### config.mk
export PLATFORM = sky130hd
export DESIGN_NAME = entropy_key_harvester_flat
export DESIGN_NICKNAME = d
export VERILOG_FILES = /design/src/rtl/entropy_key_harvester_if.sv /design/src/rtl/entropy_key_harvester.sv /design/src/flat_wrapper.sv
export SDC_FILE = /design/constraint.sdc
export NUM_CORES = 1
export LEC_CHECK = 0
export ABC_AREA = 1
export CAP_MARGIN = 20
export CORE_MARGIN = 2
export CORE_UTILIZATION = 34
export DETAILED_ROUTE_END_ITERATION = 16
export GPL_TIMING_DRIVEN = 0
export SLEW_MARGIN = 20
export SYNTH_ARGS = -nofsm -noshare
export SYNTH_HDL_FRONTEND = slang
export SYNTH_SLANG_ARGS = --single-unit
### constraint.sdc
create_clock -name clock -period 1.8 [get_ports clock]
set_input_delay 0.45 -clock clock [delete_from_list [all_inputs] [get_ports clock]]
set_output_delay 0.45 -clock clock [all_outputs]
set_load 0.01 [all_outputs]
### src/rtl/entropy_key_harvester_if.sv
// Byte-stream handshake carrying harvested key material to the consumer.
interface entropy_key_harvester_if;
    logic [7:0] key_byte;
    logic       key_valid;
    logic       key_accept;
    logic       key_last;

    modport master (output key_byte, key_valid, key_last, input key_accept);
    modport slave  (input key_byte, key_valid, key_last, output key_accept);
endinterface

### src/rtl/entropy_key_harvester.sv
// Waits for MIN_PASSES full overwrites of the entropy pool, snapshots it and streams it out byte-wise.
// Optional pool health check (all-zeros / all-ones reject) enabled by KEY_HEALTH_CHECK_EN.
module entropy_key_harvester #(
    parameter int unsigned POOL_BITS  = 256,
    parameter int unsigned MIN_PASSES = 4
) (
    input  logic                 clock,
    input  logic                 reset_n,
    input  logic                 sample_ready,
    input  logic [POOL_BITS-1:0] pool,
    input  logic                 key_request,
    entropy_key_harvester_if.master key_if,
    output logic                 busy,
    output logic                 harvest_done,
    output logic                 health_fail
);

    localparam int unsigned TARGET = POOL_BITS * MIN_PASSES;
    localparam int unsigned CNT_W  = $clog2(TARGET) + 1;
    localparam int unsigned NBYTES = POOL_BITS / 8;
    localparam int unsigned IDX_W  = (NBYTES > 1) ? $clog2(NBYTES) : 1;
    localparam logic [CNT_W-1:0] CNT_TARGET = CNT_W'(TARGET);
    localparam logic [IDX_W-1:0] IDX_LAST   = IDX_W'(NBYTES - 1);

    typedef enum logic [2:0] {
        IDLE, COLLECT, SETTLE, LATCH, STREAM, DONE
    } state_t;

    state_t               state, state_n;
    logic                 old_ready;
    logic                 edge_c;
    logic [CNT_W-1:0]     count, count_n;
    logic [POOL_BITS-1:0] snapshot, snap_n;
    logic [IDX_W-1:0]     idx, idx_n;
    logic                 hfail_n;
    logic [7:0]           key_byte_q;
    logic                 key_valid_q;
    logic                 key_last_q;

    assign edge_c           = sample_ready & ~old_ready;
    assign key_if.key_byte  = key_byte_q;
    assign key_if.key_valid = key_valid_q;
    assign key_if.key_last  = key_last_q;

    // Next-state, counter, snapshot and byte-index logic
    always_comb begin
        state_n = state;
        count_n = count;
        snap_n  = snapshot;
        idx_n   = idx;
        hfail_n = 1'b0;
        case (state)
            IDLE: begin
                if (key_request) begin
                    state_n = COLLECT;
                    count_n = '0;
                end
            end
            COLLECT: begin
                if (edge_c && (count != '1)) begin
                    count_n = count + CNT_W'(1);
                end
                // Leave in the same cycle the final edge is registered
                if (count_n == CNT_TARGET) begin
                    state_n = SETTLE;
                end
            end
            SETTLE: state_n = LATCH;
            LATCH: begin
`ifdef KEY_HEALTH_CHECK_EN
                if ((pool == '0) || (pool == '1)) begin
                    hfail_n = 1'b1;
                    snap_n  = '0;
                    count_n = '0;
                    state_n = COLLECT;
                end else begin
                    snap_n  = pool;
                    idx_n   = '0;
                    state_n = STREAM;
                end
`else
                snap_n  = pool;
                idx_n   = '0;
                state_n = STREAM;
`endif
            end
            STREAM: begin
                if (key_valid_q && key_if.key_accept) begin
                    if (idx == IDX_LAST) begin
                        state_n = DONE;
                    end else begin
                        idx_n = idx + IDX_W'(1);
                    end
                end
            end
            DONE: begin
                snap_n  = '0;
                idx_n   = '0;
                state_n = IDLE;
            end
            default: state_n = IDLE;
        endcase
    end

    // State and registered outputs, derived from next-state so latency is minimal
    always_ff @(posedge clock or negedge reset_n) begin
        if (!reset_n) begin
            state        <= IDLE;
            old_ready    <= 1'b0;
            count        <= '0;
            snapshot     <= '0;
            idx          <= '0;
            key_byte_q   <= '0;
            key_valid_q  <= 1'b0;
            key_last_q   <= 1'b0;
            busy         <= 1'b0;
            harvest_done <= 1'b0;
        end else begin
            state        <= state_n;
            old_ready    <= sample_ready;
            count        <= count_n;
            snapshot     <= snap_n;
            idx          <= idx_n;
            key_valid_q  <= (state_n == STREAM);
            key_last_q   <= (state_n == STREAM) && (idx_n == IDX_LAST);
            key_byte_q   <= (state_n == STREAM) ? snap_n[{idx_n, 3'b000} +: 8] : 8'h00;
            busy         <= (state_n != IDLE);
            harvest_done <= (state_n == DONE);
        end
    end

`ifdef KEY_HEALTH_CHECK_EN
    always_ff @(posedge clock or negedge reset_n) begin
        if (!reset_n) begin
            health_fail <= 1'b0;
        end else begin
            health_fail <= hfail_n;
        end
    end
`else
    assign health_fail = 1'b0;
    logic unused_hfail;
    assign unused_hfail = hfail_n;
`endif

endmodule

### src/flat_wrapper.sv
// flat-port wrapper written by rule: the top's interface ports become plain ports
module entropy_key_harvester_flat 
#(
    parameter int unsigned POOL_BITS  = 256,
    parameter int unsigned MIN_PASSES = 4
)
  (clock, reset_n, sample_ready, pool, key_request, busy, harvest_done, health_fail, key_if_key_byte, key_if_key_valid, key_if_key_last, key_if_key_accept);
  entropy_key_harvester_if key_if_i ();
  input  logic clock;
  input  logic reset_n;
  input  logic sample_ready;
  input  logic [POOL_BITS-1:0] pool;
  input  logic key_request;
  output logic busy;
  output logic harvest_done;
  output logic health_fail;
  output wire logic [$bits(key_if_i.key_byte)-1:0] key_if_key_byte;
  output wire logic [$bits(key_if_i.key_valid)-1:0] key_if_key_valid;
  output wire logic [$bits(key_if_i.key_last)-1:0] key_if_key_last;
  input wire logic [$bits(key_if_i.key_accept)-1:0] key_if_key_accept;
  assign key_if_key_byte = key_if_i.key_byte;
  assign key_if_key_valid = key_if_i.key_valid;
  assign key_if_key_last = key_if_i.key_last;
  assign key_if_i.key_accept = key_if_key_accept;
  entropy_key_harvester #(.POOL_BITS(POOL_BITS), .MIN_PASSES(MIN_PASSES)) u_core (.clock(clock), .reset_n(reset_n), .sample_ready(sample_ready), .pool(pool), .key_request(key_request), .key_if(key_if_i), .busy(busy), .harvest_done(harvest_done), .health_fail(health_fail));
endmodule
==> summary.md, run 1 <==
| Metric | Value |
|---|---|
| Reg2reg start | u_core.state[1] |
| Main synth FF type | dfrtp_1 |
| Leak | 10.0 nW |
| Non-Filler Instances | 2863 |
| Cell Rows | 75 |
| Worst path bufs/invs | 5 |
| Sw Ratio | a little under a quarter |
| H-tree levels | 1 |
| Routed via count | 14200 |
| Initial antenna violation count | 2 |
| Crit-path cells | inv_2, nand2_2, nor2_4, buf_6, nand4_1, nand2_4, inv_4, buf_12, buf_12, nand3_4, nand3_1, nand3_1, nand2_2, nand2_2, nand2_1, nor2_2 |
| Violated checks | setup timing |
| Clock power share | between 40% and 50% |
| Final Hold Fails | 0 |
| Via/cell ratio | around 5 |
| Pint | 10.9 mW |
| Arrival @ worst endpoint | 2.86 ns |
| Worst skew pair latency | around 0.57 ns |
| Clk sinks | 288 |
| Worst Skew | 0.00952 ns |
| Ranking of synthesized cells by area | dfrtp_1 50%, nand2_1 24%, nand3_1 11%, inv_1 3.5%, buf_2 2.8% |
| Mapped Avg Cell Area | around 7.4 µm² |
| DR WL/cell | 19.1 µm |
| Final total power | 14.3 mW |
| VDD IR max | 0.655 mV |
| Count leader, synth | nand2_1 |
| Most frequent cell on the critical path | nand2_2 |
| TritonCTS Buffers | 31 |
| Final period util | 133% |
| Max_cap viols | 0 |
| CP Class | register to register |
| First-pass GRT wire length | 82200 µm |
| Final Max Slew Viols | 0 |
| Crit path launch type | register |
| Ys Warns | 0 |
| Number of flops mapped to enable cells by yosys | 0 |
| Die H | ~210 µm |
| Worst Reg-to-Reg Cells | 16 |
| Area grow syn2layout | 43.6% |
| Top cells by count, synth | 930 x nand2_1, 305 x nand3_1, 288 x dfrtp_1 |
| R2R Setup Slk | -0.59 ns |
| Setup violators final | 22 |
| Gr usage total | 24.6% |
| Status | complete, but fails checks |
| Post-route DRC | 0 |
| Relative slew slack | 63.3% |
| Total Die Area | roughly 44000 µm² |
| Nets | 2563 |
| Area fraction of the dominant cell type after synthesis | 50.4% |
| Core box area | 41700 µm² |
| Filler cells | 4085 |
| Largest net degree at the start of global routing | 100 |
| Netlist cell types | 32 |
| CTS tree | yes |
| DR pass1 iterations | 8 |
| I/O pins | 274 |
| Post-synth top area cell | dfrtp_1 |
| 1st-iter DRT viols | 1202 |
| Part of the Yosys area used for sequential elements | 50.4% |
| GP Congestion | between 0.9 and 1 |
| NetSw | 3.39 mW |
| Achievable Freq | 0.419 GHz |
| Share of layout cells above drive strength 1 | around 16% |
| CP Capture Type | register |
| GRT overflow | 0 |
| Combinational power share | 10.0% |
| Worst hold path type | primary input to asynchronous set/reset pin |
| Final WS setup | -0.586 ns |
| Die Span X | ~210 µm |
| Synth Register Bits | 288 |
| Number of routed nets with antenna violations | 0 |
| Clock period minus worst slack | about 2.4 ns |
| Clock Tree Buf Depth | 3 |
| FF-to-FF End | u_core.key_if.key_byte[5] |
| Synth Instances | roughly 1900 |
| Routed WL | 54700 µm |
| Root Driver | clkbuf_16 |
| CP max-delay cell | dfrtp_1 |
| Synth async-reset ratio | 100% |
| Clock transition at path regs | approximately 0.06 ns |
| Buffers on Ports | 272 |
| Final HPWL DP | between 40000 and 50000 µm |
| Slew @ Worst Pin | 0.550 ns |
| RSZ-0062 raised after global routing | yes |
| Slowest stage delay, CP | between 0.4 and 0.5 ns |
| Crit-path leading delay family | simple AND/OR/NAND/NOR gates |
| PD cells | between 600 and 700 nW/µm² |
| Worst-path maximum fanout | 6 |
| Synth Net Count | 2196 |
| Vias in the first global route | around 14000 |
| Seq pwr share | between 40% and 50% |
| Placed cells | approximately 2700 |
| Initial cell density of the core | between 30 and 40% |
| Mapped Area | 14300 µm² |
| CP required | 2.28 ns |
-- state kept, by name (all words and copies together) (netlist names), 3 cells and up --
signal and cells:
u_core.count 11, u_core.idx 5, u_core.key_if.key_byte 8, u_core.snapshot 256, u_core.state 3
-- cells in the final DEF, fill, tap and decap left out, types with 25 or more instances in the layout --
master,count
buf_4,68
buf_6,34
nand2_2,38
nand2_1,889
buf_2,25
clkbuf_16,32
inv_1,125
clkdlybuf4s50_1,259
dfrtp_1,287
nand3_2,48
o22ai_1,30
nand3_1,248
-- layout make-up --
cell class / count / area, µm² / share of cell area [%]
sequential: 288 / 7210 / 35.1
multi-input combinational: 1387 / 6630 / 32.3
timing repair buffer: 336 / 3400 / 16.6
buffer: 116 / 1080 / 5.29
clock buffer: 47 / 906 / 4.41
tap: 539 / 674 / 3.29
inverter: 140 / 548 / 2.67
clock inverter: 8 / 65.1 / 0.317
antenna: 2 / 5.00 / 0.0244
-- stage by stage --
| stage | hold WS, ns | utilization [%] | instance area, µm² | worst slack [ns] | TNS, ns |
|---|---|---|---|---|---|
| after detailed placement | 0.259 | 43.0 | 17900 | -1.41 | -27.30 |
| after floorplan | 0.154 | - | 14400 | -0.0805 | -0.595 |
| after global placement | 0.451 | 42.8 | 17800 | -12.17 | -3520.12 |
| after CTS | 0.251 | 48.5 | 20200 | -0.517 | -4.62 |
| after global routing | 0.278 | 49.2 | 20500 | -0.670 | -9.92 |
| final | 0.268 | 49.3 | 20500 | -0.586 | -6.76 |
-- cells by family (layout without fill, tap and decap cells) --
logic type,count (synthesis),count (layout),synth area share [%]
fa+ha+maj,2,2,0.175
xor+xnor,1,1,0.0613
compound gates,66,66,3.00
buf+inv,258,647,7.73
flops,288,288,50.4
simple gates,1317,1317,38.6
other cells,1,3,0.0262
-- power groups by stage --
stage	registers (mW)	clock network (mW)	logic, mW
final	6.63	6.23	1.43
after global routing	6.64	6.57	1.56
after CTS	6.63	6.32	1.33
after detailed placement	6.76	0	1.17
after global placement	6.77	0	1.14
after floorplan	6.74	0	0.310
-- routing by layer --
metal | share of wire [%] | up-vias | wire, µm | GRT usage (%)
li1 | - | 6831 | - | -
met1 | 46 | 6741 | 24900 | 34.7
met2 | 45 | 520 | 24800 | 38.9
met3 | 6.0 | 99 | 3260 | 3.65
met4 | 3.1 | 4 | 1720 | 8.40
met5 | 0.044 | - | 24 | 0
-- worst max-delay path by stage --
stage | end | slack [ns] | cells after the start | startpoint
2_1_floorplan | u_core.key_if.key_byte[7] | -0.08 | 14 | u_core.idx[0]
3_3_place_gp | u_core.snapshot[26] | -12.17 | 1 | reset_n
3_5_place_dp | u_core.key_if.key_byte[0] | -1.41 | 14 | key_if_key_accept
4_1_cts | u_core.key_if.key_byte[5] | -0.52 | 17 | u_core.idx[1]
5_1_grt | u_core.key_if.key_byte[5] | -0.67 | 15 | u_core.state[0]
6_report | u_core.key_if.key_byte[5] | -0.59 | 16 | u_core.state[1]
-- timing repair --
action	CTS	global route
gates cloned	2	0
endpoints found under the hold margin	65	0
resized for setup	256	70
pin swaps	40	47
buffers inserted	52	12
hold buffers	1	0
setup endpoints to repair	201	25
No activity file was read; power rests on OpenSTA's default activity.
==> run 2, diff against run 1 <==
--- a/config.mk
+++ b/config.mk
@@ -6,11 +6,12 @@
 export NUM_CORES = 1
 export LEC_CHECK = 0
 export ABC_AREA = 1
-export CAP_MARGIN = 20
+export CAP_MARGIN = 25
 export CORE_MARGIN = 2
 export CORE_UTILIZATION = 34
 export DETAILED_ROUTE_END_ITERATION = 16
 export GPL_TIMING_DRIVEN = 0
+export PLACE_DENSITY = 0.54
 export SLEW_MARGIN = 20
 export SYNTH_ARGS = -nofsm -noshare
 export SYNTH_HDL_FRONTEND = slang
==> run 2 against run 1 <==
The flow still finishes with violations (setup timing). Non-clock buffer count is 1 lower. Final cell count hardly changed. Core utilization is 0.99 points higher. Hold slack better by 0.13 ns. Sequential power hardly changed. First-iteration DRC count is 10% lower. Critical path type unchanged. Largest cell class unchanged. Largest power group is now the clock network. Highest routed layer is now met4.
==> summary.md, run 2 (same netlist as run 1, synthesis figures left out) <==
| Metric | Value |
|---|---|
| Cell Rows | 75 (unchanged) |
| Gr usage total | 25.8% (was 24.6%) |
| Combinational power share | 10.2% (was 10.0%) |
| Initial antenna violation count | 1 (was 2) |
| Clock power share | 47.4% (was 43.6%) |
| PD cells | 750 nW/µm² (was 697 nW/µm²) |
| Setup violators final | 13 (was 22) |
| Final HPWL DP | 41700 µm (was 40800 µm) |
| Nets | 2566 (was 2563) |
| Max_cap viols | 0 (unchanged) |
| Core box area | 41700 µm² (unchanged) |
| Final total power | 15.7 mW (was 14.3 mW) |
| GP Congestion | 0.872 (was 0.919) |
| Clk sinks | 288 (unchanged) |
| Worst skew pair latency | 0.53 ns (was 0.57 ns) |
| Metal-1 WL | 25700 µm (was 24900 µm) |
| Violated checks | setup timing (unchanged) |
| CP Class | register to register (unchanged) |
| Root Driver | clkbuf_16 (unchanged) |
| Routed via count | 14200 (about the same) |
| Post-route DRC | 0 (unchanged) |
| Largest register FFs | 256 (unchanged) |
| Top Metal Used | met4 (was met5) |
| 1st-iter DRT viols | 1082 (was 1202) |
| Filler cells | 4098 (was 4085) |
| Buffers on Ports | 272 (unchanged) |
| Leak | 10.2 nW (was 10.0 nW) |
| Die Span X | 209 µm (unchanged) |
| CTS tree | yes (unchanged) |
| First-pass GRT wire length | 85800 µm (was 82200 µm) |
| Vias in the first global route | 14400 (was 14300) |
| Most frequent cells in the layout | 884 x nand2_1, 286 x dfrtp_1, 259 x clkdlybuf4s50_1 (was 889 x nand2_1, 287 x dfrtp_1, 259 x clkdlybuf4s50_1) |
| Reg with most FFs | u_core.snapshot (unchanged) |
| Worst Skew | 0.0122 ns (was 0.00952 ns) |
| Worst hold path type | primary input to register (was primary input to asynchronous set/reset pin) |
| Routed WL | 56800 µm (was 54700 µm) |
| RSZ-0062 raised after global routing | yes (unchanged) |
| Met3 Wirelength | 3250 µm (was 3260 µm) |
| Via/cell ratio | 4.97 (was 4.96) |
| Status | complete, but fails checks (unchanged) |
| DR pass1 iterations | 5 (was 8) |
| Share of layout cells above drive strength 1 | 17.5% (was 16.3%) |
| Slew @ Worst Pin | 0.514 ns (was 0.550 ns) |
| Die H | 209 µm (unchanged) |
| Final Hold Fails | 0 (unchanged) |
| Seq pwr share | 42.3% (was 46.4%) |
| Clock period minus worst slack | 2.32 ns (was 2.39 ns) |
| CP required | 2.22 ns (was 2.28 ns) |
| Diode count | 0 (was 2) |
| Placed cell areas | 17900 µm² (unchanged) |
| Clock Tree Buf Depth | 3 (unchanged) |
| I/O pins | 274 (unchanged) |
| Final period util | 129% (was 133%) |
| H-tree levels | 2 (was 1) |
| Clock transition at path regs | 0.06 ns (about the same) |
| Area grow syn2layout | 46.5% (was 43.6%) |
| VDD IR max | 0.558 mV (was 0.655 mV) |
| Crit path launch type | register (unchanged) |
| Achievable Freq | 0.430 GHz (was 0.419 GHz) |
| Largest net degree at the start of global routing | 93 (was 100) |
| Met2 WL | 26400 µm (was 24800 µm) |
| TritonCTS Buffers | 34 (was 31) |
| Most common cell after layout, fill and taps aside | nand2_1 (unchanged) |
| Relative slew slack | 65.7% (was 63.3%) |
| Final Max Slew Viols | 0 (unchanged) |
| Arrival @ worst endpoint | 2.74 ns (was 2.86 ns) |
| NetSw | 3.57 mW (was 3.39 mW) |
| Total Die Area | 43700 µm² (unchanged) |
| Final WS setup | -0.523 ns (was -0.586 ns) |
| Worst-path maximum fanout | 10 (was 6) |
| Setup TNS | -5.31 ns (was -6.76 ns) |
| DR WL/cell | 19.8 µm (was 19.1 µm) |
| Non-Filler Cell Area, Final | 20900 µm² (was 20500 µm²) |
| Number of routed nets with antenna violations | 0 (unchanged) |
| Pint | 12.1 mW (was 10.9 mW) |
| CP Capture Type | register (unchanged) |
| Sw Ratio | 22.7% (was 23.7%) |
| GRT overflow | 0 (unchanged) |
| Initial cell density of the core | 34.3% (unchanged) |
run 2: cell count changes in the layout (fill, tap and decap cells not counted), sizes merged:
cell	before	now
buf	156	148
bufinv	1	4
clkbuf	71	83
clkdlybuf4s15	1	0
clkinv	7	4
clkinvlp	0	1
diode	2	0
dlygate4sd2	11	12
inv	140	137
nand3	308	309
run 2: power groups by stage:
stage          Sequential, mW  Clock [mW]  Combinational (mW)
6_report                 6.64        7.45                1.61
5_1_grt                  6.64        7.80                1.75
4_1_cts                  6.64        7.53                1.44
3_5_place_dp             6.76           0                1.17
3_3_place_gp             6.76           0                1.13
2_1_floorplan            6.74           0               0.310
run 2: stage by stage:
step                setup slack, ns  std cells  hold WS, ns  utilization (%)
finish                       -0.523       2864        0.398             50.2
global route                 -0.575       2864        0.398             50.2
CTS                          -0.445       2842        0.381             48.7
detailed placement            -1.42       2747        0.377             43.0
global placement             -12.52       2744        0.450             42.8
floorplan                   -0.0805       1933        0.154                -
run 2: final cells by class:
type                       count  area (µm²)  area share, %
buffer                       116        1100           5.28
clock buffer                  52        1070           5.12
clock inverter                 6         130          0.622
inverter                     140         557           2.66
multi-input combinational   1388        6770           32.3
sequential                   288        7210           34.4
tap                          539         674           3.22
timing repair buffer         335        3420           16.3
run 2: repair_timing:
action / CTS / global route
gates cloned: 4 / 1
resized for setup: 232 / 132
endpoints found under the setup margin: 181 / 26
hold buffers: 1 / 0
setup buffers: 34 / 26
endpoints found under the hold margin: 42 / 0
pin swaps: 27 / 56
run 2: per-layer routing:
layer  global-route usage, %  vias up
met5                       0        -
met4                    6.60        0
met3                    3.50       74
met2                    41.5      442
met1                    36.9     6890
li1                        -     6841
run 2: worst max-delay path, stage by stage, from the launching register on:
cell and delay, ns:
dfrtp_1 0.44, inv_2 0.13, nand2_2 0.07, nor2_4 0.18
nand4_1 0.26, nand2_8 0.19, buf_12 0.11, buf_6 0.18
nand3_2 0.16, nand3_2 0.12, nand3_2 0.08, nand2_2 0.08
nand2_1 0.07, nand2_2 0.09, nor2_4 0.04
run 2: worst paths after layout:
check,to,depth (start not counted),startpoint,slack (ns)
max,u_core.key_if.key_byte[0],14,u_core.state[1],-0.52
min,u_core.old_ready,1,sample_ready,0.40
max reg2reg,u_core.key_if.key_byte[0],14,u_core.state[1],-0.52
min reg2reg,u_core.snapshot[76],2,u_core.snapshot[76],0.47
max in group asynchronous,u_core.snapshot[196],4,reset_n,0.24
min in group asynchronous,u_core.snapshot[201],2,reset_n,0.41
==> run 3, diff against run 2 <==
--- a/config.mk
+++ b/config.mk
@@ -8,10 +8,10 @@
 export ABC_AREA = 1
 export CAP_MARGIN = 25
 export CORE_MARGIN = 2
-export CORE_UTILIZATION = 34
+export CORE_UTILIZATION = 48
 export DETAILED_ROUTE_END_ITERATION = 16
 export GPL_TIMING_DRIVEN = 0
-export PLACE_DENSITY = 0.54
+export PLACE_DENSITY = 0.74
 export SLEW_MARGIN = 20
 export SYNTH_ARGS = -nofsm -noshare
 export SYNTH_HDL_FRONTEND = slang
==> run 3 against run 2 <==
The run still ends with setup timing left. Final area rose by 0.36%. Via count grew 5.9%. Clock skew grew 0.0061 ns. Non-clock buffer count up 6. Core utilization increased by 21 points. Largest power group is now registers. Final cell count is 5.1% lower. Worst setup slack got worse by 0.12 ns. Combinational power is 7% lower. Power decreased by 7.0%. Global-route usage grew 8.0 points.
==> summary.md, run 3 (same netlist as run 1, synthesis figures left out) <==
| Metric | Value |
|---|---|
| Setup violators final | 13 (unchanged) |
| Leak | 10.3 nW (was 10.2 nW) |
| CP required | 2.25 ns (was 2.22 ns) |
| Die H | 177 µm (was 209 µm) |
| Non-Filler Cell Area, Final | 21000 µm² (was 20900 µm²) |
| Die Span X | 177 µm (was 209 µm) |
| Placed cell areas | 17700 µm² (was 17900 µm²) |
| CP max-delay cell | dfrtp_1 (unchanged) |
| CP Capture Type | register (unchanged) |
| TritonCTS Buffers | 31 (was 34) |
| Relative slew slack | 57.8% (was 65.7%) |
| Status | complete, but fails checks (unchanged) |
| Final period util | 136% (was 129%) |
| Initial cell density of the core | 48.5% (was 34.3%) |
| DR WL/cell | 20.2 µm (was 19.8 µm) |
| Clock Tree Buf Depth | 3 (unchanged) |
| Most common cell after layout, fill and taps aside | nand2_1 (unchanged) |
| Routed WL | 54900 µm (was 56800 µm) |
| Clock transition at path regs | 0.06 ns (about the same) |
| Violated checks | setup timing (unchanged) |
| Worst skew pair latency | 0.57 ns (was 0.53 ns) |
| Vias in the first global route | 14300 (was 14400) |
| Number of routed nets with antenna violations | 0 (unchanged) |
| VDD IR max | 0.561 mV (was 0.558 mV) |
| Final HPWL DP | 38000 µm (was 41700 µm) |
| H-tree levels | 1 (was 2) |
| DR pass1 iterations | 7 (was 5) |
| Clk sinks | 288 (unchanged) |
| CP Class | register to register (unchanged) |
| Achievable Freq | 0.409 GHz (was 0.430 GHz) |
| Filler cells | 2251 (was 4098) |
| Buffers on Ports | 272 (unchanged) |
| Nets | 2569 (was 2566) |
| Pre-CTS setup slack | -1.32 ns (was -1.42 ns) |
| Root Driver | clkbuf_16 (unchanged) |
| Fin util | 71.3% (was 50.2%) |
| Worst hold path type | primary input to register (unchanged) |
| 1st-iter DRT viols | 1840 (was 1082) |
| PD cells | 694 nW/µm² (was 750 nW/µm²) |
| Gr usage total | 33.9% (was 25.8%) |
| Most frequent cells in the layout | 865 x nand2_1, 286 x dfrtp_1, 259 x clkdlybuf4s50_1 (was 884 x nand2_1, 286 x dfrtp_1, 259 x clkdlybuf4s50_1) |
| Crit-path cells | ha_4, nand4_1, buf_4, nand3_4, nand2_4, buf_12, buf_12, buf_8, nand3_1, nand3_4, nand3_4, nand3_1, nand2_1, nand2_1, nand2_1, nor2_1 (was inv_2, nand2_2, nor2_4, nand4_1, nand2_8, buf_12, buf_6, nand3_2, nand3_2, nand3_2, nand2_2, nand2_1, nand2_2, nor2_4) |
| GRT overflow | 0 (unchanged) |
| Share of layout cells above drive strength 1 | 19.0% (was 17.5%) |
| Diode count | 0 (unchanged) |
| Area grow syn2layout | 47.1% (was 46.5%) |
| Cell Rows | 63 (was 75) |
| Arrival @ worst endpoint | 2.89 ns (was 2.74 ns) |
| Largest net degree at the start of global routing | 79 (was 93) |
| Placed cells | 2598 (was 2747) |
| Via/cell ratio | 5.55 (was 4.97) |
| I/O pins | 274 (unchanged) |
| CTS tree | yes (unchanged) |
| Worst-path maximum fanout | 10 (unchanged) |
| First-pass GRT wire length | 80800 µm (was 85800 µm) |
| Register area | 7210 µm² (unchanged) |
| Crit path launch type | register (unchanged) |
| Area occupied by multi-input gates | 7050 µm² (was 6770 µm²) |
| Slowest stage delay, CP | 0.43 ns (was 0.44 ns) |
| Largest register FFs | 256 (unchanged) |
| Worst Skew | 0.0184 ns (was 0.0122 ns) |
| Routed via count | 15100 (was 14200) |
| Initial antenna violation count | 1 (unchanged) |
| Final total power | 14.6 mW (was 15.7 mW) |
| Final Hold Fails | 0 (unchanged) |
| RSZ-0062 raised after global routing | yes (unchanged) |
| Final Max Slew Viols | 0 (unchanged) |
| Post-route worst hold slack | 0.361 ns (was 0.398 ns) |
| Clock period minus worst slack | 2.45 ns (was 2.32 ns) |
| Non-Filler Instances | 2717 (was 2864) |
| Core box area | 29500 µm² (was 41700 µm²) |
| Reg with most FFs | u_core.snapshot (unchanged) |
| Setup TNS | -6.38 ns (was -5.31 ns) |
| Post-route DRC | 0 (unchanged) |
| Final WS setup | -0.648 ns (was -0.523 ns) |
| Total Die Area | 31200 µm² (was 43700 µm²) |
| Slew @ Worst Pin | 0.633 ns (was 0.514 ns) |
| GP Congestion | 0.953 (was 0.872) |
| Max_cap viols | 0 (unchanged) |
[run 3: area by class of cell]
cell class,instances,share of cell area (%)
plain buffers,115,5.42
clock buffers,48,4.28
clock inverters,6,0.518
inverters,140,2.66
multi-input cells,1388,33.5
flip-flops and latches,288,34.3
well taps,390,2.32
repair buffers,342,16.9
[run 3: what timing repair did]
| action | CTS | global route |
|---|---|---|
| gates resized for setup | 274 | 157 |
| hold buffers | 1 | 0 |
| pin swaps | 36 | 55 |
| buffers inserted | 43 | 13 |
| endpoints found under the hold margin | 67 | 0 |
| gates cloned | 5 | 7 |
| setup endpoints to repair | 80 | 26 |
[run 3: power by group]
group          internal [mW]  leakage [nW]  switching [mW]  total, mW
Clock                   3.83         0.493            2.63       6.46
Sequential              6.56          2.74          0.0735       6.63
Combinational          0.821          7.09           0.681       1.50
Total                   11.2          10.3            3.38       14.6
[run 3: path summary, 6_finish.rpt]
path	from	to	slack, ns	depth (start not counted)
max	u_core.idx[1]	u_core.key_if.key_byte[2]	-0.65	16
min	sample_ready	u_core.old_ready	0.36	1
max reg2reg	u_core.idx[1]	u_core.key_if.key_byte[2]	-0.65	16
min reg2reg	u_core.snapshot[23]	u_core.snapshot[23]	0.47	2
max in group asynchronous	reset_n	u_core.snapshot[244]	0.56	3
min in group asynchronous	reset_n	u_core.count[0]	0.44	2
[run 3: per-layer routing]
layer  up-vias  wire, µm  global-route usage [%]
li1       6853         -                       -
met1      7161     22400                    48.6
met2       905     24900                    53.0
met3       166      5600                    4.80
met4         0      2070                    11.4
met5         -         0                       0
[run 3: critical path, delay by kind of cell, from the launching register on]
| kind | cells | cell delay, ns |
|---|---|---|
| AND/OR/NAND/NOR | 11 | 1.08 |
| buffers and inverters | 4 | 0.65 |
| adder cells (fa/ha/maj) | 1 | 0.17 |
| flip-flops | 1 | 0.43 |
==> RTL edit 1: new RTL, config.mk and constraints of run 3 <==
Re-encode `state_t` (6 states) as one-hot, 6 bits wide.
--- a/src/rtl/entropy_key_harvester.sv
+++ b/src/rtl/entropy_key_harvester.sv
@@ -23,6 +23,6 @@
     localparam logic [IDX_W-1:0] IDX_LAST   = IDX_W'(NBYTES - 1);
 
-    typedef enum logic [2:0] {
-        IDLE, COLLECT, SETTLE, LATCH, STREAM, DONE
+    typedef enum logic [5:0] {
+        IDLE = 6'b000001, COLLECT = 6'b000010, SETTLE = 6'b000100, LATCH = 6'b001000, STREAM = 6'b010000, DONE = 6'b100000
     } state_t;
 
Behaviour: same outputs for any inputs over 10 cycles, from zero or initial values and one cycle with reset_n low; not proved beyond that.
==> RTL edit 1 against run 3 <==
- the run still ends with setup timing left
- routed wire length fell by 5.9%
- count of clock-buffer cells in the layout fell by 8
- sequential cell count rose by 3
- total power fell by 1.8%
- design area fell by 1.3%
- area after synthesis rose by 0.34%
- synthesized cell count rose by 0.16%
- worst setup slack got worse by 0.011 ns
==> RTL edit 1: results (changes against run 3) <==
{| class="wikitable"
! Metric !! Value
|-
| Critical path destination || u_core.key_if.key_byte[3]
|-
| Critical R2R Launch || u_core.idx[1]
|-
| Initial DRC count || 1,816 (-1.3%)
|-
| First-pass GRT wire length || 75.4 mm (-6.7%)
|-
| Count of final setup violators || 12 (-1)
|-
| Worst supply voltage drop on vdd || 512 uV (-8.7%)
|-
| Setup TNS || -5.64 ns (+0.735 ns)
|-
| Pin count of the biggest net entering global routing || 102 (+29%)
|-
| Most frequent cells after synthesis || sky130_fd_sc_hd__nand2_1, sky130_fd_sc_hd__dfrtp_1, sky130_fd_sc_hd__nand3_1
|-
| Number of global-route vias before repair || 14,200 (-0.89%)
|-
| Fraction of layout instances using a drive strength above 1 || 18.4% (-0.55 points)
|-
| Number of cells produced by synthesis || 1,936 (+0.16%)
|-
| Failing checks || setup timing
|-
| Sw Share || 23.1% (-0.096 points)
|-
| Fin Clk Skew || 0.0138 ns (-0.00456 ns)
|-
| Worst min-delay path category || input port to flip-flop
|-
| CP max-delay cell || sky130_fd_sc_hd__dfrtp_1
|-
| Share of the yosys chip area belonging to registers || 50.8% (+0.36 points)
|-
| Worst endpoint data arrival time || 2.90 ns (about the same)
|-
| Signed area change from the synthesized netlist to the final layout || 44.6%
|-
| Number of antenna violations at the first check in global routing || 0 (-1)
|-
| Weighted congestion at the end of routability-driven global placement || 0.916 (-3.9%)
|-
| DP Worst Slack || -1.18 ns (+0.146 ns)
|-
| Average vias per placed instance || 5.44 (-2.0%)
|-
| Most frequently used flop master after synthesis || sky130_fd_sc_hd__dfrtp_1
|-
| Cell leakage power || 10.2 nW (-1.0%)
|-
| Final wirelength || 51.7 mm (-5.9%)
|-
| Run status || finished with violations
|-
| Main area contributors after synthesis || sky130_fd_sc_hd__dfrtp_1, sky130_fd_sc_hd__nand2_1, sky130_fd_sc_hd__nand3_1
|-
| Via total after detailed routing || 14,800 (-2.2%)
|-
| Worst hold path endpoint || u_core.old_ready
|-
| Post-route setup slack || -0.658 ns (-0.0108 ns)
|-
| First-pass iteration count of the detailed router || 5 (-2)
|-
| Root cell of the clock tree || sky130_fd_sc_hd__clkbuf_16
|-
| Net count, final || 2,562 (-0.27%)
|-
| Worst Reg-to-Reg Cells || 17 (+1)
|-
| Placed cell area || 0.0177 sq mm (-0.13%)
|-
| Half-perimeter wire length after placement || 35.4 mm (-6.8%)
|-
| Count of distinct cell types in the synthesized netlist || 37 (+16%)
|-
| Hold slack final || 0.369 ns (+0.00811 ns)
|-
| Largest fanout on the critical path || 8 (-2)
|-
| GRT Overall Usage || 31.2% (-2.7 points)
|-
| Post-Syn Nets || 2,199 (+0.14%)
|}
==> RTL edit 1: changes by cell type in the layout (fill, tap and decap cells not counted), sizes merged, moves of 12 or more <==
cell    delta
nand2    +101
nand3     -49
clkbuf    -27
inv       -20
a22o      -16
nand3b    -16
o22ai     -15
clkinv    +12
==> RTL edit 1: cell families after synthesis <==
logic type	count (synthesis)	synth area share [%]
buffers and inverters	233	7.67
and+or+nand+nor	1349	38.8
xor gates and xnor gates	10	0.611
AOI/OAI and AO/OA	50	1.95
adders and majority gates	2	0.175
DFF	291	50.8
other	1	0.0262
==> RTL edit 1: repair_timing <==
action | in CTS | in global routing
endpoints found under the setup margin | 73 | 136
cloned | 5 | 11
resized for setup | 208 | 201
setup buffers | 24 | 17
pin swaps | 27 | 76
hold endpoints to repair | 43 | 0
hold buffers | 2 | 0
==> RTL edit 1: routing by layer <==
layer / GRT usage (%) / wire length (um)
met5: 0 / 0
met1: 42.2 / 20200
met4: 11.3 / 2140
met3: 4.81 / 5060
met2: 51.0 / 24200
==> RTL edit 1: power by group through the flow <==
stage                     combinational [mW]  clock (mW)  sequential [mW]
after detailed placement                1.08           0             6.77
after CTS                               1.14        6.35             6.65
after floorplan                        0.220           0             6.77
after global placement                  1.04           0             6.78
after global routing                    1.39        6.64             6.65
final                                   1.31        6.37             6.65
==> RTL edit 1: layout make-up <==
type / count / share of cell area, %
buffer: 109 / 5.74
clock buffer: 40 / 4.19
clock inverter: 15 / 0.658
inverter: 122 / 2.49
multi-input combinational: 1413 / 32.6
sequential: 291 / 35.2
tap: 390 / 2.35
timing repair buffer: 329 / 16.7
timing repair inverter: 2 / 0.0604
==> RTL edit 2: new RTL, settings of run 3 <==
Without the edit above. Build with the macro `KEY_HEALTH_CHECK_EN` defined.
--- a/src/rtl/entropy_key_harvester.sv
+++ b/src/rtl/entropy_key_harvester.sv
@@ -1,4 +1,6 @@
 // Waits for MIN_PASSES full overwrites of the entropy pool, snapshots it and streams it out byte-wise.
 // Optional pool health check (all-zeros / all-ones reject) enabled by KEY_HEALTH_CHECK_EN.
+`define KEY_HEALTH_CHECK_EN
+
 module entropy_key_harvester #(
     parameter int unsigned POOL_BITS  = 256,
Check against the original RTL: no difference found for any inputs over 10 cycles, from zero or initial values and one cycle with reset_n low; that may be too few to reach the edited logic, so the function may still have changed.
==> RTL edit 2 against run 3 <==
- the run still ends with setup timing left
- cell count grew 15%
- global-route usage up 0.75 points
- worst hold slack worse by 0.24 ns
- total power shrank 0.99%
- sequential power grew 0.6%
- area after synthesis grew 10%
- design area up 6.0%
- sequential cell count up 1
- die area up 10%
- routed wire length is 11% higher
- critical path depth is 2 higher
- non-clock buffer count increased by 4
- worst setup slack got worse by 0.29 ns
- synthesized cell count grew 18%
- critical path type unchanged
- largest cell class is now multi-input gates
==> RTL edit 2: results (changes against run 3) <==
{| class="wikitable"
! Metric !! Value
|-
| Critical path destination || u_core.key_if.key_byte[7]
|-
| Net count, final || 2,911 (+13%)
|-
| Global routing usage on met1 || 45.8% (-2.8 points)
|-
| Parity-gate share of the synthesized area counting xor and xnor cells || 0.556% (+0.49 points)
|-
| Count of final setup violators || 217 (+204)
|-
| Length of routed met2 wiring || 28.5 mm (+15%)
|-
| Weighted congestion at the end of routability-driven global placement || 0.981 (+2.9%)
|-
| Total routed wire length on the met1 layer || 25.5 mm (+14%)
|-
| Post-Syn Nets || 2,542 (+16%)
|-
| Cells resized by post-CTS repair || 757 (+180%)
|-
| Hold Path Origin || pool[66]
|-
| Buffer count from post-CTS setup fixing || 35 (-19%)
|-
| Number of global-route vias before repair || 16,400 (+15%)
|-
| Worst endpoint data arrival time || 3.22 ns (+0.33 ns)
|-
| Post-route setup slack || -0.940 ns (-0.292 ns)
|-
| Worst hold path endpoint || u_core.snapshot[66]
|-
| Global routing met3 resource utilization || 5.98% (+1.2 points)
|-
| Hold slack final || 0.125 ns (-0.237 ns)
|-
| Failing checks || setup timing
|-
| Fraction of layout instances using a drive strength above 1 || 25.4% (+6.5 points)
|-
| GRT Overall Usage || 34.6% (+0.75 points)
|-
| Fraction of the mapped netlist area in compound gates || 3.06% (+0.053 points)
|-
| Routed length on met3 || 4.73 mm (-16%)
|-
| Final wirelength || 61.0 mm (+11%)
|-
| Critical R2R Launch || u_core.state[0]
|-
| Post-synthesis share of cell area spent on full adders, half adders and majority gates || 0.159% (-0.016 points)
|-
| Run status || finished with violations
|-
| First-pass GRT wire length || 90.7 mm (+12%)
|-
| Sw Share || 24.6% (+1.5 points)
|-
| GR Util met2 || 56.9% (+3.9 points)
|-
| Slew Limit Headroom || 66.7% (+8.8 points)
|-
| Port bufs || 273 (+0.37%)
|}
[RTL edit 2: area by class of cell]
type | instances | share of cell area (%)
Multi-Input combinational cell | 1729 | 39.7
Sequential cell | 289 | 32.5
Timing Repair Buffer | 339 | 12.7
Buffer | 122 | 5.58
Clock buffer | 42 | 3.80
Inverter | 136 | 2.48
Tap cell | 442 | 2.48
Clock inverter | 14 | 0.719
Timing Repair inverter | 1 | 0.0281
[RTL edit 2: through the flow]
step                setup TNS (ns)  utilization [%]  cells
floorplan                    -4.45                -   2279
global placement          -3947.25             60.2   2994
detailed placement         -477.19             60.4   2997
CTS                         -13.59             66.9   3090
global route                -42.79             68.6   3114
finish                      -24.15             68.6   3114
[RTL edit 2: power by group through the flow]
stage                     clock, mW  combinational, mW  sequential (mW)
after global placement            0               1.39             6.78
final                          6.38               1.39             6.67
after floorplan                   0              0.414             6.76
after CTS                      6.40               1.30             6.68
after global routing           6.65               1.52             6.68
after detailed placement          0               1.45             6.78
